==> src/rtl/pipe_ctrl_pkg.sv <==
// Shared types for the pipeline control unit: forwarding selects, shadow
// stage record, control-condition priorities and the register-match helper.
package pipe_ctrl_pkg;

    // Widest register index the shadow records can hold.
    // RF_ADDRESS on the top must not exceed this; narrower indices are zero-extended.
    localparam int RF_AW_MAX = 8;

    typedef logic [RF_AW_MAX-1:0] rf_addr_t;

    typedef enum logic [1:0] {
        FWD_REG = 2'b00,
        FWD_WB  = 2'b01,
        FWD_MEM = 2'b10
    } fwd_sel_t;

    typedef struct packed {
        logic     valid;
        rf_addr_t rs1;
        rf_addr_t rs2;
        rf_addr_t rd;
        logic     regwrite;
        logic     memread;
        logic     memwrite;
        logic     multicycle;
    } stage_meta_t;

    // Control conditions; only the highest-priority active one drives the pipeline
    typedef enum logic [2:0] {
        COND_NONE,
        COND_LOAD_USE,
        COND_REDIRECT,
        COND_EX_WAIT,
        COND_MEM_WAIT
    } ctrl_cond_t;

    // True when a stage will write a non-zero register equal to rs
    function automatic logic rd_hits(input stage_meta_t s, input rf_addr_t rs);
        return s.valid && s.regwrite && (s.rd != '0) && (s.rd == rs);
    endfunction

endpackage

==> src/rtl/pipe_fwd_sel.sv <==
// Forwarding select for one EX source operand, from the MEM and WB shadow records.
module pipe_fwd_sel
    import pipe_ctrl_pkg::*;
#(
    parameter int FWD_EN = 1
) (
    input  stage_meta_t mem_meta,
    input  stage_meta_t wb_meta,
    input  rf_addr_t    ex_rs,
    output fwd_sel_t    sel
);

    logic unused_meta;
    assign unused_meta = ^{mem_meta, wb_meta};

    // The MEM result is younger than WB data, so it wins when both match
    always_comb begin
        sel = FWD_REG;
        if (FWD_EN != 0) begin
            if (rd_hits(mem_meta, ex_rs)) begin
                sel = FWD_MEM;
            end else if (rd_hits(wb_meta, ex_rs)) begin
                sel = FWD_WB;
            end
        end
    end

endmodule

==> src/rtl/pipe_ctrl_unit.sv <==
// Pipeline control for the 5-stage RV32 core: shadow scoreboard of ID/EX,
// EX/MEM and MEM/WB, stall/flush/bubble control, forwarding selects and
// performance counters.
module pipe_ctrl_unit
    import pipe_ctrl_pkg::*;
#(
    parameter int RF_ADDRESS = 5,
    parameter int MC_LAT     = 4,
    parameter int MEM_LAT    = 1,
    parameter int FWD_EN     = 1,
    parameter int CNT_W      = 32
) (
    input  logic                  clk,
    input  logic                  reset,
    input  logic                  id_valid,
    input  logic [RF_ADDRESS-1:0] id_rs1,
    input  logic [RF_ADDRESS-1:0] id_rs2,
    input  logic                  id_use_rs1,
    input  logic                  id_use_rs2,
    input  logic [RF_ADDRESS-1:0] id_rd,
    input  logic                  id_regwrite,
    input  logic                  id_memread,
    input  logic                  id_memwrite,
    input  logic                  id_multicycle,
    input  logic                  br_taken,
    output logic                  en_pc,
    output logic                  en_ifid,
    output logic                  en_idex,
    output logic                  en_exmem,
    output logic                  en_memwb,
    output logic                  flush_ifid,
    output logic                  bubble_idex,
    output logic                  bubble_exmem,
    output logic                  bubble_memwb,
    output logic                  pc_sel,
    output logic [1:0]            fwd_a_sel,
    output logic [1:0]            fwd_b_sel,
    output logic                  ex_busy,
    output logic                  mem_busy,
    output logic [CNT_W-1:0]      stall_cycles,
    output logic [CNT_W-1:0]      flush_count
);

    localparam int EXC_W  = $clog2(MC_LAT + 1);
    localparam int MEMC_W = $clog2(MEM_LAT + 1);
    localparam logic [EXC_W-1:0]  EX_LAST  = EXC_W'(MC_LAT - 1);
    localparam logic [MEMC_W-1:0] MEM_LAST = MEMC_W'(MEM_LAT - 1);

    stage_meta_t       id_meta;
    stage_meta_t       ex_q;
    stage_meta_t       mem_q;
    stage_meta_t       wb_q;
    logic [EXC_W-1:0]  ex_cnt;
    logic [MEMC_W-1:0] mem_cnt;
    logic              mem_wait;
    logic              ex_wait;
    logic              redirect;
    logic              lu_fwd;
    logic              lu_nofwd;
    logic              load_use;
    ctrl_cond_t        cond;
    fwd_sel_t          fwd_a;
    fwd_sel_t          fwd_b;
    logic              unused_meta;

    assign unused_meta = ^{mem_q, wb_q};

    // Wait counters never pass their last value, so "!=" is the same test as "<"
    // Build the ID record, evaluate every hazard and pick the acting condition
    always_comb begin
        id_meta            = '0;
        id_meta.valid      = id_valid;
        id_meta.rs1        = rf_addr_t'(id_rs1);
        id_meta.rs2        = rf_addr_t'(id_rs2);
        id_meta.rd         = rf_addr_t'(id_rd);
        id_meta.regwrite   = id_regwrite;
        id_meta.memread    = id_memread;
        id_meta.memwrite   = id_memwrite;
        id_meta.multicycle = id_multicycle;

        mem_wait = mem_q.valid && (mem_q.memread || mem_q.memwrite) && (mem_cnt != MEM_LAST);
        ex_wait  = ex_q.valid && ex_q.multicycle && (ex_cnt != EX_LAST);
        redirect = br_taken && ex_q.valid;

        lu_fwd = ex_q.memread &&
                 ((id_use_rs1 && rd_hits(ex_q, id_meta.rs1)) ||
                  (id_use_rs2 && rd_hits(ex_q, id_meta.rs2)));

        lu_nofwd = (id_use_rs1 && (rd_hits(ex_q, id_meta.rs1) ||
                                   rd_hits(mem_q, id_meta.rs1) ||
                                   rd_hits(wb_q, id_meta.rs1))) ||
                   (id_use_rs2 && (rd_hits(ex_q, id_meta.rs2) ||
                                   rd_hits(mem_q, id_meta.rs2) ||
                                   rd_hits(wb_q, id_meta.rs2)));

        load_use = id_valid && ((FWD_EN != 0) ? lu_fwd : lu_nofwd);

        if (reset)         cond = COND_NONE;
        else if (mem_wait) cond = COND_MEM_WAIT;
        else if (ex_wait)  cond = COND_EX_WAIT;
        else if (redirect) cond = COND_REDIRECT;
        else if (load_use) cond = COND_LOAD_USE;
        else               cond = COND_NONE;
    end

    // Translate the acting condition into stage enables, bubbles and redirect
    always_comb begin
        en_pc        = 1'b1;
        en_ifid      = 1'b1;
        en_idex      = 1'b1;
        en_exmem     = 1'b1;
        en_memwb     = 1'b1;
        flush_ifid   = 1'b0;
        bubble_idex  = 1'b0;
        bubble_exmem = 1'b0;
        bubble_memwb = 1'b0;
        pc_sel       = 1'b0;
        case (cond)
            COND_MEM_WAIT: begin
                en_pc        = 1'b0;
                en_ifid      = 1'b0;
                en_idex      = 1'b0;
                en_exmem     = 1'b0;
                bubble_memwb = 1'b1;
            end
            COND_EX_WAIT: begin
                en_pc        = 1'b0;
                en_ifid      = 1'b0;
                en_idex      = 1'b0;
                bubble_exmem = 1'b1;
            end
            COND_REDIRECT: begin
                pc_sel      = 1'b1;
                flush_ifid  = 1'b1;
                bubble_idex = 1'b1;
            end
            COND_LOAD_USE: begin
                en_pc       = 1'b0;
                en_ifid     = 1'b0;
                bubble_idex = 1'b1;
            end
            default: ;
        endcase
    end

    pipe_fwd_sel #(
        .FWD_EN (FWD_EN)
    ) u_fwd_a (
        .mem_meta (mem_q),
        .wb_meta  (wb_q),
        .ex_rs    (ex_q.rs1),
        .sel      (fwd_a)
    );

    pipe_fwd_sel #(
        .FWD_EN (FWD_EN)
    ) u_fwd_b (
        .mem_meta (mem_q),
        .wb_meta  (wb_q),
        .ex_rs    (ex_q.rs2),
        .sel      (fwd_b)
    );

    assign fwd_a_sel = reset ? FWD_REG : fwd_a;
    assign fwd_b_sel = reset ? FWD_REG : fwd_b;
    assign ex_busy   = ex_wait && !reset;
    assign mem_busy  = mem_wait && !reset;

    // Shadow stages follow the enables and bubbles driven above
    always_ff @(posedge clk) begin
        if (reset) begin
            ex_q  <= '0;
            mem_q <= '0;
            wb_q  <= '0;
        end else begin
            if (en_idex)  ex_q  <= bubble_idex  ? '0 : id_meta;
            if (en_exmem) mem_q <= bubble_exmem ? '0 : ex_q;
            if (en_memwb) wb_q  <= bubble_memwb ? '0 : mem_q;
        end
    end

    // Occupancy counters restart on stage entry and advance while waiting
    always_ff @(posedge clk) begin
        if (reset) begin
            ex_cnt  <= '0;
            mem_cnt <= '0;
        end else begin
            if (en_idex)       ex_cnt <= '0;
            else if (ex_wait)  ex_cnt <= ex_cnt + EXC_W'(1);
            if (en_exmem)      mem_cnt <= '0;
            else if (mem_wait) mem_cnt <= mem_cnt + MEMC_W'(1);
        end
    end

    // Saturating performance counters for stall and redirect cycles
    always_ff @(posedge clk) begin
        if (reset) begin
            stall_cycles <= '0;
            flush_count  <= '0;
        end else begin
            if ((cond == COND_MEM_WAIT || cond == COND_EX_WAIT || cond == COND_LOAD_USE) &&
                (stall_cycles != '1)) begin
                stall_cycles <= stall_cycles + CNT_W'(1);
            end
            if (pc_sel && (flush_count != '1)) begin
                flush_count <= flush_count + CNT_W'(1);
            end
        end
    end

endmodule

==> config.mk <==
export PLATFORM = sky130hd
export DESIGN_NAME = pipe_ctrl_unit
export DESIGN_NICKNAME = d
export VERILOG_FILES = /design/src/rtl/pipe_ctrl_pkg.sv /design/src/rtl/pipe_fwd_sel.sv /design/src/rtl/pipe_ctrl_unit.sv
export SDC_FILE = /design/constraint.sdc
export NUM_CORES = 1
export LEC_CHECK = 0
export ABC_AREA = 1
export CORE_MARGIN = 1
export CORE_UTILIZATION = 54
export DETAILED_ROUTE_END_ITERATION = 12
export PLACE_DENSITY = 0.92
export REMOVE_ABC_BUFFERS = 1
export SLEW_MARGIN = 10
export SYNTH_ARGS = -nofsm -noshare
export SYNTH_HDL_FRONTEND = slang
export SYNTH_SLANG_ARGS = --single-unit
==> constraint.sdc <==
create_clock -name clk -period 2.8 [get_ports clk]
set_input_delay 0.56 -clock clk [delete_from_list [all_inputs] [get_ports clk]]
set_output_delay 0.56 -clock clk [all_outputs]
set_load 0.01 [all_outputs]
### Yosys cells after proc, flatten, opt, wreduce, memory -nomap -nowiden

Index checks and enable logic that the tools add are counted.
Widths: inputs -> output; s select.

| word-level totals | value |
|---|---|
| register bits after elaboration | 119 |
| RAM bits | 0 |
| ROM bits | 0 |
| input bits | 25 |
| memories kept | 0 |
| logic and storage cells | 98 |
| bits in latches | 0 |
| output and inout bits | 80 |

| operators by class | value |
|---|---|
| bitwise gates (word level) | 2 |
| multipliers | 0 |
| equal/unequal tests | 13 |
| shift operators | 0 |
| $add $sub $neg | 4 |
| multiplexer cells | 20 |
| reduce and logical (&&, ||, !) cells | 39 |
| magnitude comparators | 0 |
| div/mod/pow operators | 0 |

Operators by type and width:

| kind | count |
|---|---|
| $add 32x1->32 const B | 2 |
| $ne 32x32->1 const B | 2 |
| $mux 29 | 2 |
| $eq 8x8->1 | 4 |
| $logic_and 1x1->1 | 25 |
| $reduce_bool 8->1 | 3 |
| $eq 8x5->1 | 2 |
| $mux 2 | 6 |
| $mux 1 | 10 |
| $reduce_or 2->1 | 5 |
| $eq 3x2->1 const B | 2 |
| $mux 3 | 2 |
| $logic_or 1x1->1 | 4 |
| $add 3x1->3 const B | 1 |
| $eq 3x1->1 const B | 1 |
| $eq 3x3->1 const B | 1 |
| $ne 3x2->1 const B | 1 |
| $reduce_or 3->1 | 1 |
| $not 1->1 | 2 |
| $add 1x1->1 const B | 1 |
| $logic_not 1->1 | 1 |

### Longest topological paths before layout

Gate-level depths: netlist of run 1.

| depth | value |
|---|---|
| depth in word-level cells | 16 |
| depth in mapped cells | 13 |
| depth with buffers taken out | 12 |

### Cells and area by module

A second synthesis of run 1 with hierarchy kept.

| second synthesis, totals | value |
|---|---|
| cells, all modules | 1,118 |
| area, all modules | 7,083.0 µm² |

Modules (own cells, without submodules):

| module | sequential area each (µm²) | cells each | instances | area an instance (µm²) |
|---|---|---|---|---|
| pipe_ctrl_unit | 2,562.5 | 954 | 1 | 6,357.3 |
| pipe_fwd_sel | 0.0 | 82 | 2 | 362.8 |

### Least setup slack after synthesis of run 1

Ideal clock, no wire load.

| path | value |
|---|---|
| path kind | register to output |
| start | reg ex_cnt[0] |
| end | out en_pc |
| arrival | 1.782 ns |
| path buffers | 2 |
| setup slack | 0.458 ns |
| required time | 2.240 ns |
| stages on the path, launching flop included | 11 |
| cells stage by stage | dfxtp_1 > ha_1 > ha_1 > nor3_4 > nand3_2 > nand2_4 > inv_4 > nand2_4 > buf_2 > inv_1 > buf_4 |

| on the way | value |
|---|---|
| cells in the longest elaborated chain, start to end | 8 |
| elaborated cells between the ends (all ways) | 10 |
| those cells by class | 4 x eq/ne; 4 x mux; 2 x reduce/logical |

RTL lines:

| item | line | text |
|---|---|---|
| from (decl) | pipe_ctrl_unit.sv:53 | `logic [EXC_W-1:0] ex_cnt;` |
| from (signal assigned) | pipe_ctrl_unit.sv:189 | `else if (ex_wait) ex_cnt <= ex_cnt + EXC_W'(1);` |
| $ne 3x2->1 (*) | pipe_ctrl_unit.sv:82 | `ex_wait = ex_q.valid && ex_q.multicycle && (ex_cnt != EX_LAST);` |
| $logic_and 1x1->1 (*) | pipe_ctrl_unit.sv:82 |  |
| $mux 2 (*) | pipe_ctrl_unit.sv:100 | `else if (ex_wait) cond = COND_EX_WAIT;` |
| $mux 3 (*) | pipe_ctrl_unit.sv:99 | `else if (mem_wait) cond = COND_MEM_WAIT;` |
| $mux 3 (*) | pipe_ctrl_unit.sv:98 | `if (reset) cond = COND_NONE;` |
| $eq 3x3->1, or another cell as far along | -- |  |
| $reduce_or 3->1 (no source line) (*) | -- |  |
| $mux 1 (*) | -- |  |
| to (decl) | pipe_ctrl_unit.sv:26 | `output logic en_pc,` |

Every way passes the cells marked *; elsewhere a longest branch is shown, timed or not.

### Worst setup path after layout of run 1

| path | value |
|---|---|
| start | reg ex_cnt[0] |
| end | out bubble_exmem |

| on the way | value |
|---|---|
| cells in the longest elaborated chain, start to end | 7 |

RTL lines:

| item | line | text |
|---|---|---|
| $ne 3x2->1 | pipe_ctrl_unit.sv:82 |  |
| $logic_and 1x1->1 | pipe_ctrl_unit.sv:82 |  |
| $mux 2 | pipe_ctrl_unit.sv:100 |  |
| $mux 3 | pipe_ctrl_unit.sv:99 |  |
| $mux 3 | pipe_ctrl_unit.sv:98 |  |
| $eq 3x2->1 | pipe_ctrl_unit.sv:118 | `case (cond)` |
| $mux 1 | pipe_ctrl_unit.sv:118 |  |
| to (decl) | pipe_ctrl_unit.sv:33 | `output logic bubble_exmem,` |

No other way between the ends.

==> flow_summary.toml, run 1 <==
[timing]
timing.slew.headroom = 0.496
finalHoldViolations = 0
period_needed_ps = 2700
skew_ps = 12.1
holdWs_ps = 455
layout_worst_path_cycle_share = 0.964
worst_slew_pin_slew_ps = 755
drv_slew = 0
rsz0062_at_grt = "false"
fmax_ghz = 0.371
final-setup-viol-count = 0

[logic_synthesis]
synthArstFlopShare = 0
yosysUniqueCellTypes = 43
synth_area_leaders = "dfxtp_1 (34%), nand2_1 (19%), nor2_1 (6.6%), nand3_1 (5.5%), a21oi_1 (5.4%)"
yosysTopAreaCell = "dfxtp_1"
yosysSeqAreaShare = 0.342
synth_edf_count = 0
synth_top_area_frac = 0.342
yosysWarnings = 0
synth_ff_type = "dfxtp_1"
synth.cell_area_um2 = 6100
syn_inst = 934
yosysMostFrequentCell = "nand2_1"
ys_top_cells_by_count = "nand2_1 (302), nor2_1 (107), dfxtp_1 (104)"
syn_avg_cell_area_um2 = 6.53
synth-seq-cells = 104

[clocking]
cts.reportedPaths.clkPinSlew_ps = 70
cts_tree = "done"
htree_levels = 3
cts.sinks = 104
cts-root-buf = "clkbuf_16"
clk_latency_ps = 350
cts_buffers = 9
clockBufferDepth = 2
ctsHoldBuffers = 0

[final_layout]
diodes = 0
areaGrowthSynthToFinish_pct = 22.8
final_nets = 1056
fillCellCount = 941
drive_gt1_frac = 0.0620
finish.utilization = 0.684

[floorplan]
die_y_um = 108
core_um2 = 10900
row_count = 38
start_util = 0.557
die_w_um = 108
die-area_um2 = 11700
io-pin-count = 105

[global_routing]
track_usage = 0.277
grt_pass1_wl_um = 26000
grt_pass1_vias = 5566
gr-total-overflow = 0
antenna_found_initial = 0
grt_max_degree = 66

[power]
p_leak_nw = 3.02
cellPowerDensity_nw_per_um2 = 410
ir_worst_vdd_mv = 0.340

[routing]
drtIter0Drc = 602
dr.pass1.iters = 6
drt-total-wl_um = 15800
wl_per_cell_um = 13.5
vias_per_cell = 5.36
ant_nets = 0
num_vias = 6278
drc = 0

[worst_setup_path]
crit_top_cell = "ha_1"
setup.worst_path.start_class = "flip-flop"
cp_data_arrival_time_ps = 2140
crit_fanout = 2
max_stage_delay_ps = 550
endpoint_kind = "output port"
cp_cell_sequence = "ha_1 > ha_1 > nor3_4 > buf_4 > nand3_2 > inv_1 > clkdlybuf4s50_1"
cp.required_ps = 2240
crit_path_top_delay_cell = "clkdlybuf4s50_1"
path_class = "reg2out"

[run]
maxCapViolCount = 0

[placed_design]
gp_congestion = 0.931
port-buffer-count = 103
hpwl_um = 11400

[worst_hold_path]
hold_path_class = "reg2reg"

[outcome]
status = "finished clean"
-- placed cells by master, fill, tap and decap left out, types with 3 or more instances in the layout --
cell type,netlist,layout
clkbuf_16,0,9
o32ai_1,4,4
buf_4,8,12
nand2_2,3,3
xor2_1,36,36
xnor2_1,16,16
o21ai_0,8,8
nor2_1,107,105
inv_2,5,6
nor4_1,3,3
o22ai_1,3,3
nand2_1,302,302
nor3_1,24,24
nand3b_1,8,8
clkdlybuf4s50_1,0,98
nand3_2,14,14
dfxtp_1,104,104
nand3_1,67,67
nand4_1,15,15
inv_1,88,87
a21oi_1,66,66
ha_1,4,4
nor2_2,2,4
-- registers in the layout, summed over array words and instances, names as in the netlist --
name,cells
ex_q,20
ex_cnt,3
mem_q,9
wb_q,7
flush_count,32
mem_cnt,1
stall_cycles,32
-- routing by layer --
metal | global-route usage | vias to the layer above | wire length (um)
met5 | 0 | - | 0
met4 | 0.0920 | 0 | 251
met3 | 0.0368 | 29 | 1020
met2 | 0.466 | 265 | 7530
met1 | 0.365 | 2826 | 7020
li1 | - | 3158 | -
-- power by group --
part	total (W)	switching, W	internal, W
Clock	0.00131	0.000583	0.000723
Sequential	0.00154	0.0000323	0.00151
Combinational	0.000218	0.000126	0.0000921
Total	0.00307	0.000741	0.00232
-- final timing paths --
check	slack, ps	cells past startpoint	end	startpoint
worst max-delay path	100	7	bubble_exmem	ex_cnt[0]$_SDFFE_PP0P_
worst max register to register	440	13	stall_cycles[5]$_SDFFE_PP0P_	ex_cnt[0]$_SDFFE_PP0P_
worst min register to register	450	2	ex_q[0]$_SDFFE_PP0N_	ex_q[0]$_SDFFE_PP0N_
worst min-delay path	450	2	ex_q[0]$_SDFFE_PP0N_	ex_q[0]$_SDFFE_PP0N_
-- final cells by class --
| type | instances | area (um2) | share of cell area |
|---|---|---|---|
| clock buffer | 10 | 239 | 0.0319 |
| sequential | 104 | 2080 | 0.278 |
| timing repair buffer | 115 | 1120 | 0.149 |
| multi-input combinational | 703 | 3450 | 0.461 |
| clock inverter | 6 | 67.6 | 0.00903 |
| inverter | 94 | 355 | 0.0475 |
| tap | 140 | 175 | 0.0234 |
-- critical path, delay by kind of cell, from the launching register on --
family / cells / cell delay, ps
buf+inv: 3 / 810
fa+ha+maj: 2 / 410
simple gates: 2 / 260
flops: 1 / 330
-- stage by stage --
step,setup slack (ps),cell area [um2],setup TNS (ps),std cells,total power (W)
finish,102,7480,0,1172,0.00307
global route,9.07,7480,0,1172,0.00317
CTS,6.14,7470,0,1172,0.00307
detailed placement,-74.0,7160,-652,1154,0.00179
global placement,-39.1,7160,-73.9,1154,0.00178
floorplan,-84.0,5880,-2180,901,0.00168
-- cells by family after synthesis --
kind of cell,synth area share
AO/OA/AOI/OAI,0.0827
XOR/XNOR,0.0747
adder cells (fa/ha/maj),0.00821
buffers and inverters,0.0938
flip-flops,0.342
other,0.00123
AND/OR/NAND/NOR,0.398
-- timing repair --
item	4_1_cts	5_1_grt
gates resized for setup	2	5
gates cloned	0	0
hold endpoints to repair	0	0
pin swaps	1	0
buffers inserted	2	0
endpoints found under the setup margin	4	3
No activity file was read; power rests on OpenSTA's default activity.
==> inputs of run 2 (changes only) <==
--- a/config.mk
+++ b/config.mk
@@ -7,9 +7,9 @@
 export LEC_CHECK = 0
 export ABC_AREA = 1
 export CORE_MARGIN = 1
-export CORE_UTILIZATION = 54
+export CORE_UTILIZATION = 58
 export DETAILED_ROUTE_END_ITERATION = 12
-export PLACE_DENSITY = 0.92
+export PLACE_DENSITY = 0.95
 export REMOVE_ABC_BUFFERS = 1
 export SLEW_MARGIN = 10
 export SYNTH_ARGS = -nofsm -noshare
==> constraint.sdc (replaced) <==
create_clock -name clk -period 3.4 [get_ports clk]
set_input_delay 0.68 -clock clk [delete_from_list [all_inputs] [get_ports clk]]
set_output_delay 0.68 -clock clk [all_outputs]
set_load 0.01 [all_outputs]
==> run 2 against run 1 <==
Net effect:
- worst setup slack improved by 43 ps
- hold slack improved by 3.3 ps
- critical path depth increased by 2
- flip-flop and latch count is the same
- register-to-register slack gained 60 ps
- clock power fell by 37%
- die area fell by 6.8%
- via count increased by 1.2%
- routed wire length shrank 1.8%
- first-iteration DRC count shrank 33%
- critical path type unchanged
- critical endpoint is now en_ifid
- largest power group unchanged
==> flow_summary.toml, run 2 (synthesis results as in run 1) <==
[outcome]
status = "finished clean"

[worst_setup_path]
max_stage_delay_ps = 470
crit_fanout = 27
setup.worst_path.start_class = "flip-flop"
endpoint_kind = "output port"
cp_data_arrival_time_ps = 2570
cp_cell_sequence = "ha_1 > ha_1 > nor3_4 > nand3_2 > nand2_4 > inv_4 > nand2_4 > inv_1 > clkdlybuf4s50_1"
cp.required_ps = 2720
crit_path_top_delay_cell = "clkdlybuf4s50_1"
path_class = "reg2out"

[timing]
period_needed_ps = 3250
final-setup-viol-count = 0
finalHoldViolations = 0
fin_setup_tns_ps = 0
layout_worst_path_cycle_share = 0.957
worst_slew_pin_slew_ps = 755
fmax_ghz = 0.307
fin_ws_ps = 145
timing.slew.headroom = 0.496
rsz0062_at_grt = "false"
drv_slew = 0
skew_ps = 19.0

[clocking]
cts_resized = 0
cts-root-buf = "clkbuf_8"
cts.reportedPaths.clkPinSlew_ps = 100
htree_levels = 3
ctsHoldBuffers = 0
post_cts_buffers = 0
cts_tree = "done"
clockBufferDepth = 2
cts.sinks = 104
clk_latency_ps = 370
cts_buffers = 9

[floorplan]
die_y_um = 105
die_w_um = 105
start_util = 0.593
io-pin-count = 105
row_count = 37
die-area_um2 = 10900
core_um2 = 10300

[routing]
top_layer = "met4"
dr.pass1.iters = 6
drc = 0
wl_per_cell_um = 13.4
wl_met2_um = 7400
drtIter0Drc = 405
dr_wl_met3_um = 898
wl_met1_um = 6900
num_vias = 6352
ant_nets = 0
vias_per_cell = 5.46
drt-total-wl_um = 15500

[placed_design]
placedCellCount = 1147
gp_congestion = 0.958
pre_cts_ws_ps = 365
hpwl_um = 11500
port-buffer-count = 103

[final_layout]
reg.largest.list = "flush_count (32), stall_cycles (32), ex_q (20)"
drive_gt1_frac = 0.0555
stdcell_count = 1163
layout_common_cells = "nand2_1 (302), nor2_1 (106), dfxtp_1 (104)"
diodes = 0
areaGrowthSynthToFinish_pct = 20.5
finish.utilization = 0.715
final_common_cell = "nand2_1"
final_nets = 1051

[global_routing]
grt_pass1_vias = 5653
gr-total-overflow = 0
grt_pass1_wl_um = 26200
track_usage = 0.291
antenna_found_initial = 0
grt_max_degree = 66

[power]
p_leak_nw = 2.93
ir_worst_vdd_mv = 0.216
cellPowerDensity_nw_per_um2 = 309

[run]
maxCapViolCount = 0

[worst_hold_path]
hold_path_class = "reg2reg"
## run 2: changes by cell type in the layout (fill, tap and decap cells not counted), moves of 2 or more
| cell | before | now |
|---|---|---|
| dlymetal6s2s_1 | 2 | 0 |
| clkdlybuf4s50_1 | 98 | 102 |
| dlygate4sd2_1 | 2 | 0 |
| clkinv_2 | 2 | 0 |
| buf_4 | 12 | 7 |
| clkbuf_8 | 1 | 10 |
| clkbuf_16 | 9 | 0 |
## run 2: cell type report
type | instances | area, um2
Clock buffer | 10 | 138
Clock inverter | 6 | 75.1
Fill cell | 880 | 2930
Inverter | 94 | 355
Multi-Input combinational cell | 703 | 3440
Sequential cell | 104 | 2080
Tap cell | 136 | 170
Timing Repair Buffer | 110 | 1080
## run 2: per-stage QoR
step / hold slack (ps) / area [um2] / total power (W)
6_report: 458 / 7340 / 0.00227
5_1_grt: 490 / 7340 / 0.00235
4_1_cts: 463 / 7340 / 0.00228
3_5_place_dp: 442 / 7130 / 0.00147
3_3_place_gp: 438 / 7130 / 0.00146
2_1_floorplan: 422 / 5880 / 0.00139
## run 2: layer usage
metal / vias up / GRT usage
met1: 2952 / 0.389
met5: - / 0
li1: 3154 / -
met3: 25 / 0.0326
met2: 221 / 0.486
met4: 0 / 0.0980
## run 2: power by group
group	internal [W]	switching, W	leakage, nW
combinational	0.0000739	0.000104	1.98
sequential	0.00124	0.0000261	0.845
clock	0.000371	0.000452	0.105
## run 2: final timing paths
kind	startpoint	to	slack, ps	depth (start not counted)
worst max-delay path	ex_cnt[0]$_SDFFE_PP0P_	en_ifid	150	9
worst min-delay path	ex_q[0]$_SDFFE_PP0N_	ex_q[0]$_SDFFE_PP0N_	460	2
worst max register to register	ex_cnt[0]$_SDFFE_PP0P_	stall_cycles[30]$_SDFFE_PP0P_	500	11
worst min register to register	ex_q[0]$_SDFFE_PP0N_	ex_q[0]$_SDFFE_PP0N_	460	2
## run 2: critical path: cells and delay by family, from the launching register on
family / cells / cell delay, ps
adders and majority gates: 2 / 410
buffers and inverters: 3 / 640
DFF: 1 / 340
and+or+nand+nor: 4 / 830
==> inputs of run 3 (changes only) <==
--- a/config.mk
+++ b/config.mk
@@ -7,11 +7,14 @@
 export LEC_CHECK = 0
 export ABC_AREA = 1
 export CORE_MARGIN = 1
-export CORE_UTILIZATION = 58
+export CORE_UTILIZATION = 60
+export CTS_CLUSTER_DIAMETER = 60
 export DETAILED_ROUTE_END_ITERATION = 12
 export PLACE_DENSITY = 0.95
 export REMOVE_ABC_BUFFERS = 1
 export SLEW_MARGIN = 10
 export SYNTH_ARGS = -nofsm -noshare
 export SYNTH_HDL_FRONTEND = slang
+export SYNTH_HIERARCHICAL = 1
 export SYNTH_SLANG_ARGS = --single-unit
+export TNS_END_PERCENT = 50
==> run 3 against run 2 <==
Net effect:
- sequential power is essentially flat
- area after synthesis is 5.0% higher
- total power down 3.0%
- clock-buffer cell count did not move
- clock power is 14% lower
- core utilization rose by 4.0 points
- non-clock buffer count up 2
- final cell count grew 13%
- critical path depth increased by 2
- flip-flop and latch count stayed put
- synthesized cell count up 12%
- critical endpoint unchanged
- highest routed layer unchanged
==> flow_summary.toml, run 3 <==
[clocking]
clockBufferDepth = 2
ctsHoldBuffers = 0
cts_buffers = 9
cts_resized = 0
cts.sinks = 104
htree_levels = 3
post_cts_buffers = 0
cts-root-buf = "clkbuf_8"
cts.reportedPaths.clkPinSlew_ps = 100
clk_latency_ps = 390
cts_tree = "done"

[logic_synthesis]
syn_avg_cell_area_um2 = 6.10
synth.cell_area_um2 = 6400
yosysWarnings = 6
syn_inst = 1049

[power]
ir_worst_vdd_mv = 0.227
p_leak_nw = 3.16
cellPowerDensity_nw_per_um2 = 283

[floorplan]
row_count = 37
die_y_um = 105
start_util = 0.620
core_um2 = 10300
die-area_um2 = 11100
die_w_um = 105
io-pin-count = 105

[routing]
ant_nets = 0
wl_per_cell_um = 12.5
drc = 0
drtIter0Drc = 464
dr.pass1.iters = 5
num_vias = 6831
drt-total-wl_um = 16500
vias_per_cell = 5.18

[global_routing]
track_usage = 0.306
grt_max_degree = 38
antenna_found_initial = 0
grt_pass1_wl_um = 27700
gr-total-overflow = 0
grt_pass1_vias = 6168

[timing]
period_needed_ps = 3210
fmax_ghz = 0.312
final-setup-viol-count = 0
rsz0062_at_grt = "false"
worst_slew_pin_slew_ps = 727
finalHoldViolations = 0
fin_ws_ps = 191
timing.slew.headroom = 0.514
drv_slew = 0
layout_worst_path_cycle_share = 0.944
skew_ps = 14.6

[worst_setup_path]
cp_data_arrival_time_ps = 2530
cp_cell_sequence = "ha_1 > ha_1 > nor2_1 > nand2_1 > inv_1 > nand3_1 > nand2_1 > inv_2 > nand2_2 > inv_1 > clkdlybuf4s50_1"
crit_fanout = 7
crit_path_top_delay_cell = "clkdlybuf4s50_1"
endpoint_kind = "output port"
path_class = "reg2out"
setup.worst_path.start_class = "flip-flop"
cp.required_ps = 2720
max_stage_delay_ps = 470

[final_layout]
areaGrowthSynthToFinish_pct = 21.7
diodes = 0
final_nets = 1206
layout_common_cells = "nand2_1 (356), nor2_1 (148), inv_1 (110)"
stdcell_count = 1318
reg.largest.list = "flush_count (32), stall_cycles (32), ex_q (20)"
finish.utilization = 0.755
drive_gt1_frac = 0.0398
fillCellCount = 876
final_common_cell = "nand2_1"

[run]
maxCapViolCount = 0

[worst_hold_path]
hold_path_class = "reg2reg"

[placed_design]
port-buffer-count = 103
gp_congestion = 0.962
placedCellCount = 1302
hpwl_um = 12200
pre_cts_ws_ps = 350

[outcome]
status = "finished clean"
run 3: final timing paths:
kind                                from                     to  slack (ps)  cells past startpoint
hold / removal     mem_q[2]$_SDFFE_PP0P_  mem_q[2]$_SDFFE_PP0P_         470                      2
setup reg to reg  ex_cnt[0]$_SDFFE_PP0P_   ex_q[3]$_SDFFE_PP0N_         780                     12
setup / recovery  ex_cnt[0]$_SDFFE_PP0P_                en_ifid         190                     11
hold reg to reg    mem_q[2]$_SDFFE_PP0P_  mem_q[2]$_SDFFE_PP0P_         470                      2
run 3: routing by layer:
metal | global-route usage | up-vias | part of all wire | routed length [um]
met5 | 0 | - | 0 | 0
met4 | 0.144 | 0 | 0.033 | 543
met3 | 0.0519 | 47 | 0.062 | 1020
met2 | 0.514 | 258 | 0.46 | 7660
met1 | 0.382 | 3039 | 0.44 | 7270
li1 | - | 3487 | - | -
run 3: per-stage QoR:
stage / total power (W) / hold slack, ps / cell area (um2) / setup TNS, ps
4_1_cts: 0.00221 / 476 / 7790 / 0
5_1_grt: 0.00230 / 515 / 7790 / 0
2_1_floorplan: 0.00143 / 427 / 6360 / -170
6_report: 0.00220 / 473 / 7790 / 0
3_3_place_gp: 0.00152 / 446 / 7620 / 0
3_5_place_dp: 0.00152 / 460 / 7620 / 0
run 3: cell type report:
class	count	area [um2]	share of cell area
Inverter	118	443	0.0568
Multi-Input combinational cell	832	3830	0.492
Clock buffer	10	128	0.0164
Sequential cell	104	2080	0.267
Timing Repair Buffer	112	1090	0.140
Clock inverter	6	43.8	0.00562
Tap cell	136	170	0.0218
run 3: critical path: cells and delay by family, from the launching register on:
family | cells | cell delay, ps
buffers and inverters | 4 | 780
and+or+nand+nor | 5 | 650
adders and majority gates | 2 | 370
DFF | 1 | 340
run 3: report_power, final:
group	switching, W	total [W]	internal (W)
Clock	0.000434	0.000705	0.000270
Sequential	0.0000295	0.00127	0.00124
Combinational	0.000133	0.000225	0.0000922
Total	0.000596	0.00220	0.00161
